<file path="config.mk">
export PLATFORM = sky130hd
export DESIGN_NAME = bcd_to_binary_serial
export DESIGN_NICKNAME = d
export VERILOG_FILES = /design/src/rtl/bcd_to_binary_serial_pkg.sv /design/src/rtl/bcd_to_binary_serial_nibble_adjust.sv /design/src/rtl/bcd_to_binary_serial.sv
export SDC_FILE = /design/constraint.sdc
export NUM_CORES = 1
export LEC_CHECK = 0
export BUFFER_PORTS_ARGS = -buffer_cell sky130_fd_sc_hd__buf_4
export CORE_AREA = 10 10 60 62
export CTS_CLUSTER_SIZE = 16
export DETAILED_ROUTE_END_ITERATION = 6
export DIE_AREA = 0 0 70 72
export PLACE_DENSITY = 0.8
export SLEW_MARGIN = 20
export SYNTH_ARGS = -nofsm -noshare
export SYNTH_HDL_FRONTEND = slang
export SYNTH_SLANG_ARGS = --single-unit
</file>
<file path="constraint.sdc">
create_clock -name clk -period 4.4 [get_ports clk]
set_input_delay 1.32 -clock clk [delete_from_list [all_inputs] [get_ports clk]]
set_output_delay 1.32 -clock clk [all_outputs]
set_load 0.005 [all_outputs]
</file>
<file path="src/rtl/bcd_to_binary_serial_pkg.sv">
// Shared definitions for the serial BCD-to-binary converter.
//   state_t        : FSM encoding (IDLE / SHIFT / DONE)
//   BCD_MAX_DIGIT  : largest legal BCD digit value
//   DD_ADJ_THRESH  : nibble value at or above which the reverse double-dabble adjusts
//   DD_ADJ         : amount subtracted from an adjusted nibble
//   bin_width()    : binary result width needed for a given number of BCD digits
package bcd_to_binary_serial_pkg;

   typedef enum logic [1:0] {
      ST_IDLE  = 2'd0,
      ST_SHIFT = 2'd1,
      ST_DONE  = 2'd2
   } state_t;

   localparam int BCD_MAX_DIGIT = 9;
   localparam int DD_ADJ_THRESH = 8;
   localparam int DD_ADJ        = 3;

   // ceil(log2(10**nd)): bits needed to hold 10**nd - 1
   function automatic int bin_width(input int nd);
      return $clog2(10 ** nd);
   endfunction

endpackage

</file>
<file path="src/rtl/bcd_to_binary_serial_nibble_adjust.sv">
// One-nibble correction step of the reverse double-dabble.
//   nib_in  : 4-bit nibble after the right shift
//   nib_out : nib_in - 3 when nib_in >= 8, else nib_in
// A nibble >= 8 after the shift means a former tens-weight bit (worth 10/2 = 5)
// landed in bit 3 (worth 8); subtracting 3 restores the decimal weight.
module bcd_nibble_adjust
   import bcd_to_binary_serial_pkg::*;
(
   input  logic [3:0] nib_in,
   output logic [3:0] nib_out
);

   assign nib_out = (nib_in >= 4'(DD_ADJ_THRESH)) ? (nib_in - 4'(DD_ADJ)) : nib_in;

endmodule

</file>
<file path="src/rtl/bcd_to_binary_serial.sv">
// Sequential BCD-to-binary converter (reverse double-dabble, one bit per clock).
//   clk      : rising-edge clock
//   reset    : asynchronous active-high reset
//   start    : conversion request, honoured only when idle and not presenting done
//   bcd_in   : packed BCD digits, digit 0 in [3:0]; captured with start
//   busy     : high while iterations are running
//   done     : one-cycle pulse, bin_out/err valid
//   err      : input contained a digit > 9 (held until the next accepted start)
//   bin_out  : binary result, held until replaced by the next conversion
module bcd_to_binary_serial
   import bcd_to_binary_serial_pkg::*;
#(
   parameter int NDIGITS = 2,
   parameter int BIN_W   = bin_width(NDIGITS)
) (
   input  logic                 clk,
   input  logic                 reset,
   input  logic                 start,
   input  logic [4*NDIGITS-1:0] bcd_in,
   output logic                 busy,
   output logic                 done,
   output logic                 err,
   output logic [BIN_W-1:0]     bin_out
);

   localparam int BCD_W = 4 * NDIGITS;
   localparam int CNT_W = $clog2(BIN_W + 1);

   state_t           state;
   logic [BCD_W-1:0] bcd_q;
   logic [BCD_W-1:0] bcd_sh;
   logic [BCD_W-1:0] bcd_adj;
   logic [BIN_W-1:0] bin_q;
   logic [BIN_W-1:0] bin_sh;
   logic [CNT_W-1:0] cnt;
   logic             in_bad;

   // {bcd, bin} shifted right as one register: bcd LSB falls into bin MSB
   assign bcd_sh = bcd_q >> 1;
   assign bin_sh = {bcd_q[0], bin_q[BIN_W-1:1]};

   for (genvar g = 0; g < NDIGITS; g++) begin : g_adj
      bcd_nibble_adjust u_adj (
         .nib_in  (bcd_sh[4*g +: 4]),
         .nib_out (bcd_adj[4*g +: 4])
      );
   end

   always_comb begin
      in_bad = 1'b0;
      for (int i = 0; i < NDIGITS; i++)
         if (bcd_in[4*i +: 4] > 4'(BCD_MAX_DIGIT)) in_bad = 1'b1;
   end

   always_ff @(posedge clk or posedge reset) begin
      if (reset) begin
         state   <= ST_IDLE;
         busy    <= 1'b0;
         done    <= 1'b0;
         err     <= 1'b0;
         bin_out <= '0;
         bcd_q   <= '0;
         bin_q   <= '0;
         cnt     <= '0;
      end else begin
         done <= 1'b0;
         case (state)
            ST_IDLE: begin
               // done is registered one cycle after DONE, so the FSM is already
               // back in IDLE while it is high; gate start so it is ignored then.
               if (start && !done) begin
                  if (in_bad) begin
                     err     <= 1'b1;
                     bin_out <= '0;
                     state   <= ST_DONE;
                  end else begin
                     err   <= 1'b0;
                     bcd_q <= bcd_in;
                     bin_q <= '0;
                     cnt   <= '0;
                     busy  <= 1'b1;
                     state <= ST_SHIFT;
                  end
               end
            end
            ST_SHIFT: begin
               bcd_q <= bcd_adj;
               bin_q <= bin_sh;
               cnt   <= cnt + CNT_W'(1);
               if (cnt == CNT_W'(BIN_W - 1)) begin
                  busy  <= 1'b0;
                  state <= ST_DONE;
               end
            end
            ST_DONE: begin
               done <= 1'b1;
               // an error result was already forced to zero at start
               if (!err) bin_out <= bin_q;
               state <= ST_IDLE;
            end
            default: state <= ST_IDLE;
         endcase
      end
   end

endmodule

</file>
# Word-level counts from Yosys, hierarchy flattened
# Cells that the tools add are included.
word_totals:
  regBits: 30
  inputBits: 11
  output_inout_bits: 10
  elab_cells: 60
op_classes:
  add_sub_neg: 3
  order_cmp: 4
  n_eq_ne: 8
  n_mux: 27
  reduce_logical: 10
op_table:
  columns: ["op", "count"]
  rows:
  - ["$mux 7", 5]
  - ["$pmux 7 s2", 2]
  - ["$mux 8", 2]
  - ["$pmux 8 s2", 1]
  - ["$ne 2x2->1 const B", 5]
  - ["$gt 4x4->1 const B", 2]
  - ["$mux 4", 2]
  - ["$reduce_and 4->1", 2]
  - ["$mux 1", 7]
  - ["$mux 2", 3]
  - ["$mux 3", 2]
  - ["$pmux 3 s2", 1]
  - ["$ge 3x4->1 const B", 1]
  - ["$ge 4x4->1 const B", 1]
  - ["$pmux 2 s2", 1]
  - ["$reduce_and 2->1", 2]
  - ["$reduce_bool 2->1", 2]
  - ["$sub 3x2->4 const B", 1]
  - ["$sub 4x2->4 const B", 1]
  - ["$add 3x1->3 const B", 1]
  - ["$eq 3x3->1 const B", 1]
  - ["$reduce_and 3->1", 1]
  - ["$eq 2x1->1 const B", 1]
  - ["$eq 2x2->1 const B", 1]
  - ["4 further kinds", 4]

# Depth between registers and ports, before layout
logic_depth:
  ltp_word: 6
  ltp_mapped: 6

# By module
# Synthesis repeated with hierarchy kept, for this count alone.
hier_totals:
  cells_unflattened: 123
  area_unflattened_um2: 1455.1
modules_own_cells:
  columns: ["mod", "instances", "cells_each", "area_each_um2"]
  rows:
  - ["bcd_to_binary_serial", 1, 101, 1302.5]
  - ["bcd_nibble_adjust", 2, 11, 76.3]

# Worst setup path after synthesis
# Ideal clock, no wire load.
synth_path:
  path_type: "input -> register"
  from: "input port bcd_in[6]"
  to: "register bcd_q[3]"
  arrival_time_ns: 2.286
  t_required_ns: 4.275
  setup_slack_ns: 1.989
  cell_stages: 4
  n_path_buf: 0
  path_cell_list: "o21ai_2 > nand2_2 > nor4_4 > mux2_2"
synth_between:
  elab_chain_len: 4
synth_rtl:
  columns: ["element", "line", "source"]
  rows:
  - ["from (decl)", "bcd_to_binary_serial.sv:19", "input logic [4*NDIGITS-1:0] bcd_in,"]
  - ["$gt 4x4->1", "bcd_to_binary_serial.sv:52", "if (bcd_in[4*i +: 4] > 4'(BCD_MAX_DIGIT)) in_bad = 1'b1;"]
  - ["$mux 1", "bcd_to_binary_serial.sv:52", null]
  - ["$ne 2x2->1 (no line)", null, null]
  - ["$reduce_and 3->1 (no line)", null, null]
  - ["to (signal assigned)", "bcd_to_binary_serial.sv:78", "bcd_q <= bcd_in;"]
  - ["to (signal assigned)", "bcd_to_binary_serial.sv:87", "bcd_q <= bcd_adj;"]
  - ["to (decl)", "bcd_to_binary_serial.sv:30", "logic [BCD_W-1:0] bcd_q;"]
# No other way between the ends.
# A chain may end at the register's enable or synchronous reset.

# Final worst setup path
layout_path:
  from: "input port bcd_in[6]"
  to: "register bcd_q[0]"
# The elaborated chain is that of the path after synthesis.

==> flow_summary.json <==
{
  "cts_max_level": 2,
  "async_reset_ff_frac": 1.00,
  "internal_power_mw": 0.666,
  "status": "finished, final reports clean",
  "drv_cap": 0,
  "antenna_found_initial": 0,
  "core_area_um2": 2430,
  "synth_cell_type_count": 37,
  "holdPathEnd": "bin_out[1]",
  "cts_setup_buffers": 0,
  "cpPeakStageDelay_ns": 0.39,
  "synth.cell_area_um2": 1400,
  "p_leak_nw": 0.769,
  "swShare": 0.352,
  "die_x_um": 70,
  "min_period_ns": 2.37,
  "reg2reg_to": "cnt[2]",
  "worst-path-buf-inv": 1,
  "port_buffers": 20,
  "drv_slew": 0,
  "combPwrFrac": 0.360,
  "pwr-share-clk": 0.164,
  "drc": 0,
  "synth_edf_count": 0,
  "power_density_nw_per_um2": 637,
  "cp_slowest_cell": "nor2_1",
  "seq_area_frac_synth": 0.536,
  "place_hpwl_mm": 1.94,
  "nets": 154,
  "rr_worst_depth": 4,
  "critical_path.top_delay_family": "simple AND/OR/NAND/NOR gates",
  "ir_worst_vdd_mv": 0.353,
  "grt_pass1_wl_mm": 4.59,
  "n_fill_cell": 195,
  "fmax_ghz": 0.422,
  "gp_congestion": 0.800,
  "drt_iter0_drc": 86,
  "vias": 961,
  "tns_ns": 0,
  "wl_per_cell_um": 15.2,
  "cts_buffer_depth": 2,
  "worst_setup_path_start_kind": "input port",
  "critPathMaxFanout": 6,
  "relSlewSlack": 0.578,
  "hold_ws_ns": 0.508,
  "hold_depth": 1,
  "worst_slew_pin_slew_ns": 0.632,
  "p_switching_mw": 0.362,
  "critPathKind": "input port to register",
  "syn2layout_area_growth_pct": 15.3,
  "setup_viol": 0,
  "crit_required_ns": 4.61,
  "cts_resized": 0,
  "first_pass_iters": 4,
  "grt_max_degree": 31,
  "antenna-diode-count": 0,
  "synth_warnings": 0,
  "reg2reg_setup_slack_ns": 2.59,
  "hold_viol": 0,
  "cts_sinks": 30,
  "crit_path_end_kind": "register",
  "clock_latency_ns": 0.32,
  "synth_ff_type": "dfrtp_1",
  "seq_power_share": 0.477,
  "crit_start": "bcd_in[6]",
  "worstHoldPathType": "register to register",
  "grt-ovfl-total": 0,
  "dieArea_um2": 5040,
  "drive_above_1_share": 0.314,
  "fin_crit_sh": 0.538,
  "synthCells": 118,
  "postRouteAntennaNets": 0,
  "rsz0062_at_grt": "no",
  "dieHeight_um": 72,
  "path_clk_slew_ns": 0.09,
  "drt-vias-per-instance": 5.65,
  "total_power_mw": 1.03,
  "cts-hold-fix-buffers": 0,
  "finClkSkew_ns": 0.00638,
  "syn_area_per_cell_um2": 11.9,
  "r2r_start": "state[0]",
  "io_pins": 21,
  "placementRows": 18,
  "initial_core_util": 0.576,
  "cts_root_buf": "clkbuf_4",
  "cts_inserted_buffers": 5,
  "worstHoldStart": "bin_out[1]",
  "path_cells": "buf_4 -> o21ai_2 -> a31oi_1 -> nor2_1 -> mux2_2",
  "wl_mm": 2.58,
  "yosys_register_bits": 30,
  "tritoncts": "done",
  "globalRouteTotalUtil": 0.109,
  "syn_nets": 133,
  "grt_pass1_vias": 1021,
  "crit_arrival_ns": 2.58
}
-- worst register-to-register path, stage by stage, from the launching register on --
cell     delay, ns
dfrtp_1       0.75
nor2b_1       0.61
nand2_1       0.14
xor2_1        0.15
nor2_1        0.05
-- per-layer routing --
metal  wire, um  share of wire  track usage
met3        157          0.061       0.0381
met2       1290           0.50        0.186
met1       1100           0.43        0.121
met4         41          0.016       0.0461
met5          0              0            0
-- flip-flops by register name, summed over array words and instances, names as in the netlist --
| signal | count |
|---|---|
| done | 1 |
| state | 2 |
| cnt | 3 |
| bin_q | 7 |
| err | 1 |
| bcd_q | 8 |
| busy | 1 |
| bin_out | 7 |
-- worst max-delay path by stage --
stage / endpoint / cells past startpoint
after floorplan: bcd_q[3] / 4
after global placement: bcd_q[1] / 5
after detailed placement: bcd_q[1] / 5
after CTS: bcd_q[0] / 5
after global routing: bcd_q[1] / 5
final: bcd_q[0] / 5
-- synthesized netlist by cell type, types with 3 or more instances --
cell | instances | area, um2
buf_2 | 3 | 15.0
dfrtp_1 | 30 | 751
nand2b_1 | 6 | 37.5
a21oi_1 | 3 | 15.0
nor2_1 | 8 | 30.0
o22a_1 | 4 | 35.0
nand2_1 | 3 | 11.3
inv_1 | 5 | 18.8
a22o_1 | 7 | 61.3
ha_1 | 4 | 50.1
a22o_2 | 8 | 80.1
nor2b_1 | 6 | 37.5
-- cell type report --
type                    instances  area (um2)  area share
clock buffers                   7        55.1      0.0341
clock inverters                 1        5.00     0.00310
inverters                       5        18.8      0.0116
multi-input cells              77         597       0.370
flip-flops and latches         30         751       0.465
well taps                      30        37.5      0.0233
repair buffers                 20         150      0.0930
-- cells by family (layout without fill, tap and decap cells) --
| family | after synthesis | after routing | synth area share |
|---|---|---|---|
| flops | 30 | 30 | 0.536 |
| buf+inv | 11 | 33 | 0.0375 |
| xor+xnor | 3 | 3 | 0.0188 |
| fa+ha+maj | 4 | 4 | 0.0357 |
| mux | 3 | 3 | 0.0232 |
| simple gates | 29 | 29 | 0.122 |
| compound gates | 38 | 38 | 0.227 |
-- cells in the final DEF (no fill, tap or decap), drive strengths merged, types with 2 or more instances in the layout --
| cell | synthesis | final |
|---|---|---|
| nor2 | 8 | 8 |
| buf | 4 | 20 |
| or2 | 2 | 2 |
| clkbuf | 2 | 7 |
| ha | 4 | 4 |
| xnor2 | 2 | 2 |
| o21ai | 4 | 4 |
| nand2b | 6 | 6 |
| inv | 5 | 5 |
| o22a | 4 | 4 |
| mux2 | 2 | 2 |
| a21oi | 3 | 3 |
| nor2b | 6 | 6 |
| nand2 | 4 | 4 |
| dfrtp | 30 | 30 |
| o31a | 3 | 3 |
| a22o | 15 | 15 |
-- power by group through the flow --
stage	clock, mW	combinational, mW	sequential, mW
6_report	0.168	0.370	0.490
5_1_grt	0.187	0.414	0.510
4_1_cts	0.174	0.375	0.491
3_5_place_dp	0	0.374	0.496
3_3_place_gp	0	0.364	0.490
2_1_floorplan	0	0.319	0.448
-- per-stage QoR --
step	util	instance area [um2]	worst slack, ns	instances
6_report	0.664	1610	2.03	170
5_1_grt	0.664	1610	1.97	170
4_1_cts	0.664	1610	2.04	170
3_5_place_dp	0.639	1550	1.68	162
3_3_place_gp	0.639	1550	1.72	162
2_1_floorplan	-	1400	1.99	118
Note: power is estimated with default switching activity, not from simulation.
